## config.mk

```make
export PLATFORM = sky130hd
export DESIGN_NAME = uart_tx_serializer_flat
export DESIGN_NICKNAME = d
export VERILOG_FILES = /design/src/rtl/uart_pkg.sv /design/src/rtl/uart_tx_serializer_if.sv /design/src/rtl/uart_baud_gen.sv /design/src/rtl/uart_tx_serializer.sv /design/src/flat_wrapper.sv
export SDC_FILE = /design/constraint.sdc
export NUM_CORES = 1
export LEC_CHECK = 0
export ABC_AREA = 1
export ABC_CLOCK_PERIOD_IN_PS = 2800
export BUFFER_PORTS_ARGS = -buffer_cell sky130_fd_sc_hd__buf_2
export CORE_ASPECT_RATIO = 0.8
export CORE_UTILIZATION = 50
export DETAILED_ROUTE_END_ITERATION = 10
export PLACE_DENSITY_LB_ADDON = 0.2
export SLEW_MARGIN = 25
export SYNTH_ARGS = -nofsm -noshare
export SYNTH_HDL_FRONTEND = slang
export SYNTH_SLANG_ARGS = --single-unit
```

## constraint.sdc

```tcl
create_clock -name clk_i -period 2.8 [get_ports clk_i]
set_input_delay 0 -clock clk_i [delete_from_list [all_inputs] [get_ports clk_i]]
set_output_delay 0 -clock clk_i [all_outputs]
set_load 0.02 [all_outputs]
```

## src/rtl/uart_pkg.sv

```systemverilog
// Shared UART types and constants: TX state encoding, frame bit levels, default widths.
package uart_pkg;

  localparam int   UART_DATA_W    = 8;
  localparam int   UART_DIV_W     = 16;
  localparam logic UART_START_BIT = 1'b0;
  localparam logic UART_STOP_BIT  = 1'b1;

  typedef enum logic [2:0] {
    IDLE,
    FETCH,
    LOAD,
    START,
    DATA,
    PARITY,
    STOP
  } tx_state_e;

  // odd = 0 gives even parity: the bit that makes the total count of ones even.
  function automatic logic parity_bit(input logic [UART_DATA_W-1:0] data, input logic odd);
    return (^data) ^ odd;
  endfunction

endpackage

```

## src/rtl/uart_tx_serializer_if.sv

```systemverilog
// FIFO read-side handshake between the TX FIFO (slave) and the serializer that pops it (master).
interface uart_tx_serializer_if;
  import uart_pkg::*;

  logic                   fifo_empty_i;
  logic [UART_DATA_W-1:0] fifo_data_i;
  logic                   fifo_rd_o;

  modport master (input fifo_empty_i, input fifo_data_i, output fifo_rd_o);
  modport slave  (output fifo_empty_i, output fifo_data_i, input fifo_rd_o);

endinterface

```

## src/rtl/uart_baud_gen.sv

```systemverilog
// Baud tick generator: counts 0..div-1 while enabled and ticks on the last count of each bit.
module uart_baud_gen #(
  parameter int DIV_W = 16
) (
  input  logic             clk_i,
  input  logic             rst_ni,
  input  logic             clr_i,
  input  logic             en_i,
  input  logic [DIV_W-1:0] div_i,
  output logic             tick_o
);

  logic [DIV_W-1:0] r_cnt;
  logic             w_last;

  // A divisor of 0 or 1 ticks every enabled clock, so the counter can never run away.
  assign w_last = (div_i <= DIV_W'(1)) || (r_cnt == div_i - DIV_W'(1));
  assign tick_o = en_i && w_last;

  always_ff @(posedge clk_i) begin
    if (!rst_ni) begin
      r_cnt <= '0;
    end else if (clr_i || tick_o) begin
      r_cnt <= '0;
    end else if (en_i) begin
      r_cnt <= r_cnt + DIV_W'(1);
    end
  end

endmodule

```

## src/rtl/uart_tx_serializer.sv

```systemverilog
// UART TX serializer: pops bytes from the TX FIFO and drives start/8 data/stop frames on tx_o.
// Define UART_TX_PARITY_EN to insert a parity bit (odd/even from parity_odd_i) after the data bits.
module uart_tx_serializer
  import uart_pkg::*;
#(
  parameter int DIV_W  = UART_DIV_W,
  parameter int DATA_W = UART_DATA_W
) (
  input  logic                 clk_i,
  input  logic                 rst_ni,
  input  logic                 tx_en_i,
  input  logic [DIV_W-1:0]     baud_div_i,
  input  logic                 parity_odd_i,
  uart_tx_serializer_if.master fifo_if,
  output logic                 tx_o,
  output logic                 busy_o,
  output logic                 tx_done_o
);

  localparam logic [2:0] LAST_BIT = 3'(DATA_W - 1);

  tx_state_e         r_state;
  tx_state_e         w_state_next;
  logic [DATA_W-1:0] r_shift;
  logic [DIV_W-1:0]  r_div;
  logic [2:0]        r_bit_cnt;
  logic              r_parity;
  logic              r_tx;
  logic              w_tick;
  logic              w_baud_clr;
  logic              w_baud_en;
  logic              w_tx_next;
  logic              w_can_start;

  assign w_can_start = tx_en_i && !fifo_if.fifo_empty_i;

  uart_baud_gen #(.DIV_W(DIV_W)) u_baud_gen (
    .clk_i  (clk_i),
    .rst_ni (rst_ni),
    .clr_i  (w_baud_clr),
    .en_i   (w_baud_en),
    .div_i  (r_div),
    .tick_o (w_tick)
  );

  // NOTE: sequential state uses non-blocking assignments so every flop samples pre-edge values.
  always_ff @(posedge clk_i) begin
    if (!rst_ni) begin
      r_state <= IDLE;
    end else begin
      r_state <= w_state_next;
    end
  end

  always_comb begin
    // NOTE: default assignment first so no path leaves the output unassigned (no latch).
    w_state_next = r_state;
    unique case (r_state)
      IDLE:   if (w_can_start) w_state_next = FETCH;
      FETCH:  w_state_next = LOAD;
      LOAD:   w_state_next = START;
      START:  if (w_tick) w_state_next = DATA;
      DATA: begin
        if (w_tick && (r_bit_cnt == LAST_BIT)) begin
`ifdef UART_TX_PARITY_EN
          w_state_next = PARITY;
`else
          w_state_next = STOP;
`endif
        end
      end
      PARITY: if (w_tick) w_state_next = STOP;
      STOP:   if (w_tick) w_state_next = w_can_start ? FETCH : IDLE;
      default: w_state_next = IDLE;
    endcase
  end

  always_comb begin
    fifo_if.fifo_rd_o = (r_state == FETCH);
    busy_o            = (r_state != IDLE);
    tx_done_o         = (r_state == STOP) && w_tick;
    w_baud_clr        = (r_state == LOAD);
    w_baud_en         = (r_state == START) || (r_state == DATA) ||
                        (r_state == PARITY) || (r_state == STOP);
    // tx is registered, so it is computed from the state being entered.
    w_tx_next = UART_STOP_BIT;
    case (w_state_next)
      START:   w_tx_next = UART_START_BIT;
      DATA:    w_tx_next = ((r_state == DATA) && w_tick) ? r_shift[1] : r_shift[0];
      PARITY:  w_tx_next = r_parity;
      default: w_tx_next = UART_STOP_BIT;
    endcase
  end

  always_ff @(posedge clk_i) begin
    if (!rst_ni) begin
      r_shift   <= '0;
      r_div     <= '0;
      r_bit_cnt <= '0;
      r_parity  <= 1'b0;
    end else if (r_state == LOAD) begin
      r_shift   <= fifo_if.fifo_data_i;
      r_div     <= (baud_div_i == '0) ? DIV_W'(1) : baud_div_i;
      r_bit_cnt <= '0;
      r_parity  <= parity_bit(fifo_if.fifo_data_i, parity_odd_i);
    end else if ((r_state == DATA) && w_tick) begin
      r_shift   <= r_shift >> 1;
      r_bit_cnt <= r_bit_cnt + 3'd1;
    end
  end

  always_ff @(posedge clk_i) begin
    if (!rst_ni) begin
      r_tx <= UART_STOP_BIT;
    end else begin
      r_tx <= w_tx_next;
    end
  end

  assign tx_o = r_tx;

endmodule

```

## src/flat_wrapper.sv

```systemverilog
// flat-port wrapper written by rule: the top's interface ports become plain ports
module uart_tx_serializer_flat import uart_pkg::*;
#(
  parameter int DIV_W  = UART_DIV_W,
  parameter int DATA_W = UART_DATA_W
)
  (clk_i, rst_ni, tx_en_i, baud_div_i, parity_odd_i, tx_o, busy_o, tx_done_o, fifo_if_fifo_empty_i, fifo_if_fifo_data_i, fifo_if_fifo_rd_o);
  uart_tx_serializer_if fifo_if_i ();
  input  logic clk_i;
  input  logic rst_ni;
  input  logic tx_en_i;
  input  logic [DIV_W-1:0] baud_div_i;
  input  logic parity_odd_i;
  output logic tx_o;
  output logic busy_o;
  output logic tx_done_o;
  input wire logic [$bits(fifo_if_i.fifo_empty_i)-1:0] fifo_if_fifo_empty_i;
  input wire logic [$bits(fifo_if_i.fifo_data_i)-1:0] fifo_if_fifo_data_i;
  output wire logic [$bits(fifo_if_i.fifo_rd_o)-1:0] fifo_if_fifo_rd_o;
  assign fifo_if_i.fifo_empty_i = fifo_if_fifo_empty_i;
  assign fifo_if_i.fifo_data_i = fifo_if_fifo_data_i;
  assign fifo_if_fifo_rd_o = fifo_if_i.fifo_rd_o;
  uart_tx_serializer #(.DIV_W(DIV_W), .DATA_W(DATA_W)) u_core (.clk_i(clk_i), .rst_ni(rst_ni), .tx_en_i(tx_en_i), .baud_div_i(baud_div_i), .parity_odd_i(parity_odd_i), .fifo_if(fifo_if_i), .tx_o(tx_o), .busy_o(busy_o), .tx_done_o(tx_done_o));
endmodule
```

==> impl_results.md, run 1 <==
* Final net count at between 500 and 600
* 1st-pass router iterations at 5
* Mapped cell area at 3233 µm²
* Overall Global Routing Usage at 0.2724
* Antenna violations before repair at 0
* Hold Vio Cnt, Final at 0
* Arrival time at the worst endpoint at between 2 and 3 ns
* Avg Vias per Cell at 5.411
* CTS Buf Count at 5
* Drt wl/cell at roughly 14 µm
* Clock latency on the worst-skew pair at about 0.30 ns
* Clock buffer depth at 2
* Die height at around 74 µm
* Depth of the CTS H-tree at 2
* Post-CTS setup buffers at 0
* Vias in the first global route at approximately 3100
* Setup TNS at 0 ns
* Register area share after synthesis at 0.2972
* Slew HR at 0.7044
* Setup CP Type: reg -> reg
* Run status: finished, final reports clean
* Finished Cell Area at 3761 µm²
* Syn Nets at 525
* Most frequent cells in the layout: 128 x nand2_1, 57 x inv_1, 48 x nand3_1, 48 x dfxtp_1, 42 x nor2_1
* Initial Util at 0.5328
* Post_cts resized at 0
* Synth top area share at 0.2972
* Root buffer cell: clkbuf_8
* Final Non-Filler Cells at 625
* Dominant cell type by area after synthesis: dfxtp_1
* Antenna cells at 0
* WP data required at 3.00 ns
* Yosys warns at 0
* Max FO, Critical Path at 9
* Mean Syn Cell Area at about 6.6 µm²
* Worst-path clk slew at around 0.090 ns
* CP endpoint kind: flop
* Core Rows at 25
* # IOs at 33
* Final Power at 3.160 mW
* Least-Margin Pin Slew at ~0.44 ns
* Pleak at around 1.7 nW
* Die W at just over 90 µm
* Synth unique cells at between 40 and 50
* Clk sinks at between 40 and 50
* Placer Congestion at around 0.96
* Global route overflow at 0
* # setup viols final at 0
* Core area at 6068 µm²
* Area contributors post-synth: dfxtp_1 30%, nand2_1 15%, nand3_1 7.4%
* Global-route wire length before repair at about 15000 µm
* Post-route ant nets at 0
* Max cap viols at 0
* Die ar. at slightly below 7000 µm²
* Initial DRC Count at approximately 280
* Area post-placement at about 3500 µm²
* Largest net degree at the start of global routing at 23
* Setup crit start kind: flop
* Fraction of layout cells with a size suffix above 1 at 0.1654
* Type of the worst min-delay path: in -> reg
* Placed instance count at 599
* Via count at 3382
* Unrepaired setup endpoints after global routing: false
* Post-Syn Instances at 491
* VDD IR max at ~0.53 mV
* Cts hold-fix bufs at 18
* Area Growth Syn to Fin at 16.33%
* Flop and latch count out of synthesis at 48
* Fin crit period at roughly 2.5 ns
* # DRC at 0
* Tcrit/Tclk final at 0.9082
* Total routed wirelength at 8797 µm
* DP HPWL at slightly below 7000 µm
* EDFF count, synth at 0
* Pwr per Cell Area at 840.3 nW/µm²
* Post-synth ARST share at 0
* Buffers on Ports at 32
* Most common cell after layout, fill and taps aside: nand2_1
* Pins Over Slew Limit at 0
* Clock Skew at about 0.0066 ns
* Hold WS at ~0.0071 ns
* TritonCTS clock tree: built
* Primary FF master, synth: dfxtp_1
* Highest clock rate at just under 400 MHz
layer usage:
metal	vias to the layer above	routed length, µm	global-route usage
met2	112	3893	0.4403
met3	15	592	0.05280
li1	1681	-	-
met4	0	118	0.07292
met5	-	0	0
met1	1574	4193	0.3752
critical path: stages, from the launching register on:
cell and delay [ns]:
dfxtp_1 0.36, inv_2 0.17, ha_1 0.35, nand2_4 0.14, nor2_4 0.13, nand2_1 0.07, nand2_1 0.12, nand2_1 0.07
nor2_1 0.09, nand2_1 0.07, nor2_2 0.10, nand3_2 0.13, nand2_2 0.12, nand2_2 0.12, nand2_1 0.09, o21ai_1 0.09
a21oi_1 0.16, nand3_1 0.08
layout make-up:
class | instances | area (µm²)
clock buffers | 6 | 72.57
clock inverters | 2 | 35.03
fillers | 583 | 2307
inverters | 63 | 236.5
multi-input cells | 371 | 1984
flip-flops and latches | 48 | 960.9
well taps | 81 | 101.3
repair buffers | 54 | 370.4
through the flow:
step	util	worst slack [ns]
6_report	0.6198	0.2570
2_1_floorplan	-	0.7022
3_3_place_gp	0.5724	0.4002
5_1_grt	0.6198	0.06299
4_1_cts	0.6198	0.3052
3_5_place_dp	0.5724	0.3256
flip-flops by register name (all words and copies together) (netlist names):
| register | count |
|---|---|
| u_core.u_baud_gen.r_cnt | 16 |
| u_core.r_div | 16 |
| u_core.r_shift | 8 |
| u_core.r_state | 3 |
| u_core.tx_o | 1 |
| u_core.r_bit_cnt | 3 |
| u_core.r_parity | 1 |
power by group:
part           internal [mW]  switching [mW]
combinational          0.588            1.17
sequential             0.784           0.107
clock                  0.266           0.245
Yosys cell counts (6+ instances only):
cell and instances:
a21oi_1 15, inv_2 6, nor2_1 42, xor2_1 11, o21ai_0 25, nor3_1 12, dfxtp_1 48, nand3_1 48
nand2_1 128, xnor2_1 15, clkbuf_1 7, inv_1 57, nor2_2 16
cell families (layout without fill, tap and decap cells):
| group | Yosys count | count (layout) | synth area share |
|---|---|---|---|
| flops | 48 | 48 | 0.2972 |
| simple gates | 283 | 283 | 0.4172 |
| compound gates | 57 | 57 | 0.1068 |
| fa+ha+maj | 5 | 5 | 0.01935 |
| buf+inv | 72 | 125 | 0.08901 |
| xor+xnor | 26 | 26 | 0.07043 |
worst paths after layout:
kind	end	slack, ns	cells past startpoint	from
worst min-delay path	u_core.r_shift[3]	0.007	3	fifo_if_fifo_data_i[3]
worst max-delay path	u_core.tx_o	0.26	17	u_core.r_div[0]
worst min register to register	u_core.r_shift[6]	0.48	2	u_core.r_shift[6]
worst max register to register	u_core.tx_o	0.26	17	u_core.r_div[0]
Power figures use the tool's default switching activity.
==> inputs of run 2 (changes only) <==
==> constraint.sdc (replaced) <==
create_clock -name clk_i -period 2.8 [get_ports clk_i]
set_input_delay 0.14 -clock clk_i [delete_from_list [all_inputs] [get_ports clk_i]]
set_output_delay 0.14 -clock clk_i [all_outputs]
set_load 0.02 [all_outputs]
==> run 2 against run 1 <==
  * Register-to-register slack about the same
  * Global-route usage down 1.2 points
  * Wire length is 4.4% lower
  * Die area unchanged
  * Cell count down 2.9%
  * Largest cell class unchanged
  * Cell area shrank 4.8%
  * Clock-buffer cell count unchanged
  * Total power is 0.83% lower
  * Sequential power hardly changed
  * Non-clock buffer count fell by 18
  * Clock skew increased by 0.0010 ns
==> impl_results.md, run 2 (synthesis results as in run 1) <==
* Unrepaired setup endpoints after global routing: false (unchanged)
* Post-route ant nets at 0 (unchanged)
* Post-CTS setup buffers at 0 (unchanged)
* Pleak at 1.641 nW (was 1.717 nW)
* Fin crit period at 2.609 ns (was 2.543 ns)
* VDD IR max at 0.5264 mV (was 0.5320 mV)
* Setup crit start kind: flop (unchanged)
* Drt wl/cell at 13.86 µm (was 14.08 µm)
* Overall Global Routing Usage at 0.2608 (was 0.2724)
* Root buffer cell: clkbuf_8 (unchanged)
* Slew HR at 0.6688 (was 0.7044)
* Die height at 73.93 µm (unchanged)
* DP HPWL at 6766 µm (unchanged)
* Setup CP Type: reg -> out (was reg -> reg)
* Antenna violations before repair at 0 (unchanged)
* Avg Vias per Cell at 5.430 (was 5.411)
* Run status: finished, final reports clean (unchanged)
* Buffers on Ports at 32 (unchanged)
* CP endpoint kind: output port (was flop)
* Initial DRC Count at 272 (was 275)
* Die W at 91.91 µm (unchanged)
* CTS Buf Count at 5 (unchanged)
* CP Buf/Inv Count at 2 (was 1)
* Worst-path clk slew at 0.10 ns (was 0.09 ns)
* Tcrit/Tclk final at 0.9317 (was 0.9082)
* Global route overflow at 0 (unchanged)
* Final net count at 559 (was 577)
* Critical Path Slowest Stage Cell: dfxtp_1 (unchanged)
* # IOs at 33 (unchanged)
* Type of the worst min-delay path: in -> reg (unchanged)
* Clk sinks at 48 (unchanged)
* Highest clock rate at 383.3 MHz (was 393.2 MHz)
* Least-Margin Pin Slew at 0.4923 ns (was 0.4418 ns)
* Antenna cells at 0 (unchanged)
* Clock latency on the worst-skew pair at 0.30 ns (about the same)
* Post_cts resized at 0 (unchanged)
* Pwr per Cell Area at 875.3 nW/µm² (was 840.3 nW/µm²)
* 1st-pass router iterations at 5 (unchanged)
* Die ar. at 6794 µm² (unchanged)
* Cts hold-fix bufs at 0 (was 18)
* Final Non-Filler Cells at 607 (was 625)
* Clock buffer depth at 2 (unchanged)
* Arrival time at the worst endpoint at 2.47 ns (was 2.74 ns)
* Core Rows at 25 (unchanged)
* Delay-heaviest family, CP: simple AND/OR/NAND/NOR gates (unchanged)
* Most frequent CP cell: nand2_1 (unchanged)
* Fraction of layout cells with a size suffix above 1 at 0.1711 (was 0.1654)
* # DRC at 0 (unchanged)
* Initial Util at 0.5328 (unchanged)
* Core area at 6068 µm² (unchanged)
* Max cap viols at 0 (unchanged)
* Placer Congestion at 0.9616 (unchanged)
* Worst path cell trace: inv_2, ha_1, nand2_4, nor2_4, nand3b_1, nand2_1, nand2_1, nor2_1, nand4_1, a21oi_1, buf_2 (was inv_2, ha_1, nand2_4, nor2_4, nand2_1, nand2_1, nand2_1, nor2_1, nand2_1, nor2_2, nand3_2, nand2_2, nand2_2, nand2_1, o21ai_1, a21oi_1, nand3_1)
* Top Registers: u_core.r_div (16), u_core.u_baud_gen.r_cnt (16), u_core.r_shift (8) (unchanged)
* WP data required at 2.66 ns (was 3.00 ns)
* Max FO, Critical Path at 9 (unchanged)
* Area Growth Syn to Fin at 10.76% (was 16.33%)
* Global-route wire length before repair at 14010 µm (was 14550 µm)
* Largest net degree at the start of global routing at 23 (unchanged)
* Placed instance count at 599 (unchanged)
* Hold Vio Cnt, Final at 0 (unchanged)
* Total routed wirelength at 8411 µm (was 8797 µm)
* Clock Skew at 0.007660 ns (was 0.006626 ns)
* Pins Over Slew Limit at 0 (unchanged)
* Setup TNS at 0 ns (unchanged)
* Depth of the CTS H-tree at 2 (unchanged)
* # setup viols final at 0 (unchanged)
* Vias in the first global route at 2960 (was 3104)
* Most frequent cells in the layout: 128 x nand2_1, 57 x inv_1, 48 x nand3_1, 48 x dfxtp_1, 42 x nor2_1 (unchanged)
* Crit path largest cell delay at 0.35 ns (was 0.36 ns)
* Most common cell after layout, fill and taps aside: nand2_1 (unchanged)
* TritonCTS clock tree: built (unchanged)
* Via count at 3296 (was 3382)
run 2: path summary, 6_finish.rpt:
| path | slack (ns) | startpoint | depth (start not counted) | end |
|---|---|---|---|---|
| setup / recovery | 0.19 | u_core.r_div[0] | 11 | tx_done_o |
| hold / removal | 0.06 | baud_div_i[2] | 3 | u_core.r_div[2] |
| setup reg to reg | 0.26 | u_core.r_div[0] | 17 | u_core.tx_o |
| hold reg to reg | 0.47 | u_core.r_shift[6] | 2 | u_core.r_shift[6] |
run 2: final cells by class:
type | count | area [µm²]
clock buffer | 6 | 72.57
clock inverter | 2 | 35.03
fill | 611 | 2487
inverter | 63 | 236.5
multi-input combinational | 371 | 1984
sequential | 48 | 960.9
tap | 81 | 101.3
timing repair buffer | 36 | 190.2
run 2: per-layer routing:
layer	up-vias	wire, µm	part of all wire	track usage
met5	-	0	0	0
met4	0	93	0.011	0.05556
met3	13	607	0.072	0.05176
met2	113	3607	0.43	0.4129
met1	1522	4103	0.49	0.3701
li1	1648	-	-	-
run 2: through the flow:
| stage | hold slack [ns] | setup WS, ns | instance area, µm² | power (mW) | utilization |
|---|---|---|---|---|---|
| floorplan | 0.2527 | 0.7022 | 3233 | 2.202 | - |
| global placement | 0.3705 | 0.4002 | 3473 | 2.566 | 0.5724 |
| detailed placement | 0.3722 | 0.3256 | 3473 | 2.591 | 0.5724 |
| CTS | 0.05834 | 0.2323 | 3581 | 3.103 | 0.5901 |
| global route | 0.06990 | 0.06299 | 3581 | 3.378 | 0.5901 |
| finish | 0.06397 | 0.1912 | 3581 | 3.134 | 0.5901 |
run 2: power by group:
group | internal [mW] | switching (mW)
logic | 0.572 | 1.16
registers | 0.784 | 0.104
clock network | 0.266 | 0.244
run 2: worst register-to-register path, stage by stage, from the launching register on:
cell     delay (ns)
dfxtp_1        0.35
inv_2          0.17
ha_1           0.35
nand2_4        0.14
nor2_4         0.13
nand2_1        0.07
nand2_1        0.12
nand2_1        0.07
nor2_1         0.09
nand2_1        0.07
nor2_2         0.10
nand3_2        0.13
nand2_2        0.12
nand2_2        0.12
nand2_1        0.09
o21ai_1        0.09
a21oi_1        0.16
nand3_1        0.08
